===== src/rtl/comp_serial_nb.sv =====
// comp_serial_nb: bit-serial magnitude comparator, MSB first.
// A compare is started by a start pulse in IDLE. It examines one bit pair per
// clock and stops at the first differing bit, or after the LSB when the
// operands are equal. All outputs are registered.
//
// Ports:
//   clk         - single clock, rising edge
//   rst_n       - asynchronous active-low reset
//   start       - request pulse, sampled only in IDLE
//   signed_mode - 1 = two's-complement compare (only when SIGNED_EN != 0)
//   a, b        - operands, latched with start
//   busy        - compare in progress
//   done        - one-cycle pulse when result/bit_cnt are updated
//   result      - 11 A==B, 10 A>B, 01 A<B, 00 nothing since reset
//   bit_cnt     - bit positions examined by the last completed compare
//
// state | meaning
// IDLE  | waiting for start; result/bit_cnt hold
// SCAN  | comparing a_q[idx] against b_q[idx], idx counting down
module comp_serial_nb #(
  parameter int WIDTH     = 8,
  parameter int SIGNED_EN = 1
) (
  input  logic                       clk,
  input  logic                       rst_n,
  input  logic                       start,
  input  logic                       signed_mode,
  input  logic [WIDTH-1:0]           a,
  input  logic [WIDTH-1:0]           b,
  output logic                       busy,
  output logic                       done,
  output logic [1:0]                 result,
  output logic [$clog2(WIDTH+1)-1:0] bit_cnt
);

  localparam int IW = $clog2(WIDTH);
  localparam int CW = $clog2(WIDTH + 1);
  localparam logic [IW-1:0] IDX_TOP = IW'(WIDTH - 1);
  localparam logic [CW-1:0] CNT_ALL = CW'(WIDTH);

  typedef enum logic {IDLE, SCAN} state_t;

  state_t          state, state_nx;
  logic [WIDTH-1:0] a_q, b_q;
  logic            mode_q;
  logic [IW-1:0]   idx;
  logic            bit_a, bit_b;
  logic            finish;
  logic [1:0]      res_nx;
  logic [CW-1:0]   cnt_nx;

  assign bit_a = a_q[idx];
  assign bit_b = b_q[idx];

  always_comb begin
    state_nx = state;
    res_nx   = result;
    cnt_nx   = bit_cnt;
    finish   = 1'b0;
    case (state)
      IDLE: begin
        if (start) state_nx = SCAN;
      end
      SCAN: begin
        if (bit_a != bit_b) begin
          finish   = 1'b1;
          state_nx = IDLE;
          // In signed mode a set sign bit means the more negative operand.
          if (mode_q && (idx == IDX_TOP)) res_nx = bit_a ? 2'b01 : 2'b10;
          else                            res_nx = bit_a ? 2'b10 : 2'b01;
          cnt_nx = CNT_ALL - CW'(idx);
        end else if (idx == '0) begin
          finish   = 1'b1;
          state_nx = IDLE;
          res_nx   = 2'b11;
          cnt_nx   = CNT_ALL;
        end
      end
      default: state_nx = IDLE;
    endcase
  end

  always_ff @(posedge clk or negedge rst_n) begin
    if (!rst_n) state <= IDLE;
    else        state <= state_nx;
  end

  always_ff @(posedge clk or negedge rst_n) begin
    if (!rst_n) begin
      a_q     <= '0;
      b_q     <= '0;
      mode_q  <= 1'b0;
      idx     <= IDX_TOP;
      busy    <= 1'b0;
      done    <= 1'b0;
      result  <= 2'b00;
      bit_cnt <= '0;
    end else begin
      done    <= finish;
      result  <= res_nx;
      bit_cnt <= cnt_nx;
      if (state == IDLE) begin
        if (start) begin
          a_q    <= a;
          b_q    <= b;
          mode_q <= signed_mode && (SIGNED_EN != 0);
          idx    <= IDX_TOP;
          busy   <= 1'b1;
        end
      end else begin
        if (finish) begin
          busy <= 1'b0;
          idx  <= IDX_TOP;
        end else begin
          idx <= idx - IW'(1);
        end
      end
    end
  end

endmodule


===== config.mk =====
export PLATFORM = sky130hd
export DESIGN_NAME = comp_serial_nb
export DESIGN_NICKNAME = d
export VERILOG_FILES = /design/src/rtl/comp_serial_nb.sv
export SDC_FILE = /design/constraint.sdc
export NUM_CORES = 1
export LEC_CHECK = 0
export ABC_AREA = 1
export BUFFER_PORTS_ARGS = -buffer_cell sky130_fd_sc_hd__buf_2
export CORE_MARGIN = 8
export CORE_UTILIZATION = 45
export CTS_CLUSTER_SIZE = 25
export DETAILED_ROUTE_END_ITERATION = 10
export PLACE_DENSITY = 0.64
export SYNTH_ARGS = -nofsm -noshare
export SYNTH_HDL_FRONTEND = slang
export SYNTH_SLANG_ARGS = --single-unit

===== constraint.sdc =====
create_clock -name clk -period 1.81 [get_ports clk]
set_input_delay 0.0905 -clock clk [delete_from_list [all_inputs] [get_ports clk]]
set_output_delay 0.0905 -clock clk [all_outputs]
set_load 0.05 [all_outputs]

---- Word-level counts from Yosys, hierarchy flattened ----
Index checks and enable logic that the tools add are counted.
Widths: inputs -> output; s select.
word-level totals
  register bits ........................... 29
  bits in latches ......................... 0
  RAM bits ................................ 0
  memory bits (read-only) ................. 0
  bits of input ports ..................... 20
  logic and storage cells ................. 47
  memories ................................ 0
cells by class
  add/sub/neg operators ................... 2
  multiply operators ...................... 0
  div/mod/pow operators ................... 0
  magnitude comparators ................... 1
  eq/ne operators ......................... 3
  shifts and indexed selects .............. 0
  multiplexer cells ....................... 24
  bitwise operators ....................... 1
  reduce and logical (&&, ||, !) cells .... 7
operators with widths
  cell                 number
  $mux 1               11
  $mux 2               5
  $mux 3               3
  $mux 4               2
  $bmux 1 s3           2
  $reduce_and 2->1     3
  $lt 3x4->1 const B   1
  $reduce_bool 2->1    2
  $sub 4x3->4 const A  1
  $eq 3x3->1 const B   1
  $logic_not 3->1      1
  $sub 3x1->3 const B  1
  $ne 2x1->1 const B   1
  $pmux 1 s2           1
  $logic_and 1x1->1    1
  $ne 1x1->1           1
  $not 1->1            1

---- Logic depth before layout (Yosys ltp) ----
  depth in word-level cells ............... 7
  mapped depth ............................ 13
  depth with buffers taken out ............ 12

---- Least setup slack after synthesis ----
Ideal clock, no wire load.
  path kind ............................... register to register
  from .................................... reg idx[0]
  to ...................................... reg busy
  library setup time ...................... 130 ps
  arrival ................................. 1409 ps
  required time ........................... 1680 ps
  setup slack ............................. 271 ps
  cell stages (with the launch flop) ...... 13
  buffers on the path ..................... 1
  clock period less this slack ............ 1539 ps
  cell sequence ........................... dfstp_2 > buf_4 > nand2_1 > nand3_1 > nand2_1 > nand2_1 > nand2_4 > nand2_2 > nand2_4 > nand2_4 > nand2_8 > nand2_1 > nand2_1
between the ends
  word-level cells in the longest chain between the ends .. 7
  elaborated cells between the ends (all ways) .. 11
RTL lines
  item                                 line    text
  start: declaration                   46      logic [IW-1:0] idx;
  start signal: assignment             115     idx <= idx - IW'(1);
  $bmux 1 s3 (on tied branches)        52, 53
  $mux 1 (on tied branches)            52, 53
  $ne 1x1->1                           65      if (bit_a != bit_b) begin
  $mux 1 *                             65
  $mux 1 *                             60      case (state)
  $ne 2x1->1 (no source line) *        --
  $reduce_and 2->1 (no source line) *  --
  end signal: assignment               94      busy <= 1'b0;
  end signal: assignment               108     busy <= 1'b1;
  end signal: assignment               112     busy <= 1'b0;
  end: declaration                     30      output logic busy,
Mark *: on every way between the ends. The rest lies on a longest branch, timed or not. The select of a mux whose other input is x is not followed.
A chain may end at the register's enable or synchronous reset.

---- Worst setup path in the final report ----
  from .................................... reg idx[0]
  to ...................................... reg bit_cnt[0]
between the ends
  word-level cells in the longest chain between the ends .. 5
  elaborated cells between the ends (all ways) .. 10
RTL lines
  item                                line    text
  $bmux 1 s3 (on tied branches)       52, 53
  $mux 1 (on tied branches)           52, 53
  $ne 1x1->1                          65
  $reduce_bool 2->1 (no source line)  --
  $reduce_and 2->1 (no source line)   --
  end signal: assignment              101     bit_cnt <= cnt_nx;
  end: declaration                    33      output logic [$clog2(WIDTH+1)-1:0] bit_cnt
Parallel ways exist; a longest one is shown, timed or not. The select of a mux whose other input is x is not followed.

==> flow_metrics.py <==
metrics = {
    "clocking": {
        "clkTransAtPathRegs_ps": 80,
        "cts_sinks": 29,
        "clk-insertion-delay-late_ps": 320,
        "cts_made_buffers": 5,
        "clockBufferDepth": 2,
        "cts_root_buffer": "clkbuf_4",
        "cts_tree": "yes",
        "cts.htree.levels": 2,
    },
    "floorplan": {
        "die_w_um": 74.46,
        "ios": 28,
        "core-area_sq_um": 3311,
        "die_h_um": 74.46,
        "num_rows": 21,
        "die_area_sq_um": 5544,
        "start_util_pct": 46.45,
    },
    "sta": {
        "fin_worst_skew_ps": 4.553,
        "min_period_ps": 1646,
        "relSlewSlack_pct": 58.54,
        "final.setup.tns_ps": 0,
        "setup-violations-final": 0,
        "drv_slew": 0,
        "fin_crit_sh_pct": 90.93,
        "worst_pin_slew_ps": 621.8,
        "max_freq_mhz": 607.6,
        "rsz0062_at_grt": "false",
        "hold_violations": 0,
    },
    "worst_setup_path": {
        "slowest_delay_ps": 610,
        "critPathMostFrequentCell": "nand2_1",
        "cp_num_buf_inv": 1,
        "crit_path_top_delay_cell": "dfstp_2",
        "cp-end-kind": "register",
        "crit_family": "simple AND/OR/NAND/NOR gates",
        "cp_max_fo": 12,
        "crit_chain": "inv_4, nand2_1, nand3_1, nand3_1, nand2_1, nand2_2, nand2_4, nand2_4, nand2_8, nand2_1, nand2_1",
        "critPathLaunchType": "register",
        "crit_type": "reg -> reg",
        "arrival_ps": 1860,
        "worstPathRequired_ps": 2030,
    },
    "final_layout": {
        "finalNetCount": 258,
        "synthToLayoutAreaGrowth_pct": 18.14,
        "fillers": 362,
        "design_area_sq_um": 1817,
        "drive_above_1_share_pct": 23.93,
        "diodes": 0,
        "instances_no_fill": 280,
    },
    "logic_synthesis": {
        "synthAdderAreaFrac_pct": 3.255,
        "synth_nets": 222,
        "yosysSeqAreaShare_pct": 47.44,
        "synth_top_family_by_area": "simple AND/OR/NAND/NOR gates",
        "synth_area_leaders": "dfrtp_1 (42%), nand2_1 (15%), nand3_1 (6.5%), inv_1 (5.9%), a21oi_1 (5.2%)",
        "ys_types": 21,
        "yosys.area_share.xor_xnor_pct": 0.5696,
        "synth_seq_cells": 29,
        "yosys-top-cells-count": "nand2_1 (62), dfrtp_1 (26), inv_1 (24)",
        "yosys_warnings": 0,
        "synth_top_cell_by_area": "dfrtp_1",
        "async_flop_share_pct": 100.0,
        "synth_area_sq_um": 1538,
        "synth_edf_count": 0,
        "syn_area_per_cell_sq_um": 7.766,
        "yosys.area_share.simple_pct": 32.63,
        "synth_mux_area_share_pct": 0.7323,
        "synth-compound-area-share_pct": 5.207,
        "synthCells": 198,
        "synthMostInstantiatedCell": "nand2_1",
        "synth_top_area_share_pct": 42.31,
        "synth_flop_cell": "dfrtp_1",
    },
    "place": {
        "hpwlAfterDp_um": 2435,
        "gp_congestion": 0.8806,
        "postPlaceCellArea_sq_um": 1712,
        "dp.cells": 268,
        "port-buffer-count": 27,
    },
    "pwr": {
        "p_per_area_nw_per_um2": 2057,
        "p_leak_nw": 1.015,
        "ir_drop_v": 0.0007917,
        "total_power_mw": 3.738,
    },
    "global_routing": {
        "track_usage_pct": 12.83,
        "grt_pass1_wl_um": 5478,
        "antenna_found_initial": 0,
        "grt.overflow.total": 0,
        "first_global_vias": 1228,
        "grt_max_degree": 30,
    },
    "detailed_routing": {
        "vias_per_cell": 4.600,
        "topRoutingLayerUsed": "met4",
        "dr.pass1.iters": 4,
        "routed-wl-met2_um": 1477,
        "vias": 1288,
        "drtIter0Drc": 55,
        "wl_per_cell_um": 11.29,
        "drc_errors": 0,
        "wl_met3_um": 149,
        "wl_met1_um": 1490,
        "wirelength_um": 3160,
        "antenna_left": 0,
    },
    "outcome": {
        "status": "completed",
    },
    "hold_path": {
        "hp-class": "in -> reg",
    },
    "run": {
        "maxCapViolCount": 0,
    },
}
## worst min-delay path: cells and delay by family
family | cells | cell delay (ps)
AO/OA/AOI/OAI | 1 | 90
buffers and inverters | 1 | 70
AND/OR/NAND/NOR | 1 | 30
## path summary, 6_finish.rpt
path	startpoint	to	slack [ps]	depth (start not counted)
worst max-delay path	idx[0]	bit_cnt[0]	160	11
worst min-delay path	b[1]	b_q[1]	6	3
worst max register to register	idx[0]	bit_cnt[0]	160	11
worst min register to register	bit_cnt[3]	bit_cnt[3]	470	2
max in group asynchronous	rst_n	b_q[7]	1090	2
min in group asynchronous	rst_n	bit_cnt[3]	310	2
## sequential cells by signal (all words and copies together) (netlist names), 2 cells and up
register / flops
bit_cnt: 4
a_q: 8
result: 2
idx: 3
b_q: 8
## cells by family after synthesis
group | Yosys count
xor gates and xnor gates | 1
AOI/OAI and AO/OA | 16
and+or+nand+nor | 112
muxes | 1
buffers and inverters | 35
DFF | 29
adders and majority gates | 4
## metal layers
layer	global-route usage, %	up-vias
met5	0	-
met4	4.565	0
met3	5.391	5
met2	20.04	19
met1	15.36	584
li1	-	680
## power breakdown
| group | internal, mW | total (mW) | leakage, nW | switching [mW] |
|---|---|---|---|---|
| Clock | 0.183 | 0.389 | 0.0314 | 0.206 |
| Combinational | 0.708 | 2.23 | 0.658 | 1.52 |
| Sequential | 0.981 | 1.12 | 0.326 | 0.142 |
## cell type report
type / count / area [sq um] / share of cell area, %
repair buffers: 36 / 210.2 / 11.57
flip-flops and latches: 29 / 729.5 / 40.15
multi-input cells: 134 / 654.4 / 36.02
well taps: 46 / 57.56 / 3.168
inverters: 28 / 110.1 / 6.061
clock buffers: 7 / 55.05 / 3.030
## per-stage QoR
step / util, % / hold WS, ps / setup slack, ps
floorplan: - / -205.1 / 271.3
global placement: 51.70 / 149.8 / 159.6
detailed placement: 51.70 / 149.5 / 105.0
CTS: 53.97 / 3.209 / 83.30
global route: 54.88 / 8.893 / 12.86
finish: 54.88 / 6.362 / 164.2
## cell usage in the layout (no fill, tap or decap)
master and count:
inv_2 2, xnor2_1 1, nand2_1 62, buf_2 27, dlygate4sd3_1 3, nor2_1 18
inv_1 24, nand3_1 20, clkbuf_4 5, dfrtp_1 26, clkbuf_8 1, inv_4 2
nand4_1 3, clkbuf_1 1, nand2_2 2, mux2_2 1, ha_1 4, nor2_2 3
nand2_4 3, dfstp_2 3, buf_4 6, a21oi_1 16, nand2_8 1
## what timing repair did
item / 4_1_cts / 5_1_grt
endpoints found under the setup margin: 0 / 8
endpoints found under the hold margin: 27 / 1
gates resized for setup: 0 / 2
hold buffers: 2 / 1
setup buffers: 0 / 2
Power figures use the tool's default switching activity.
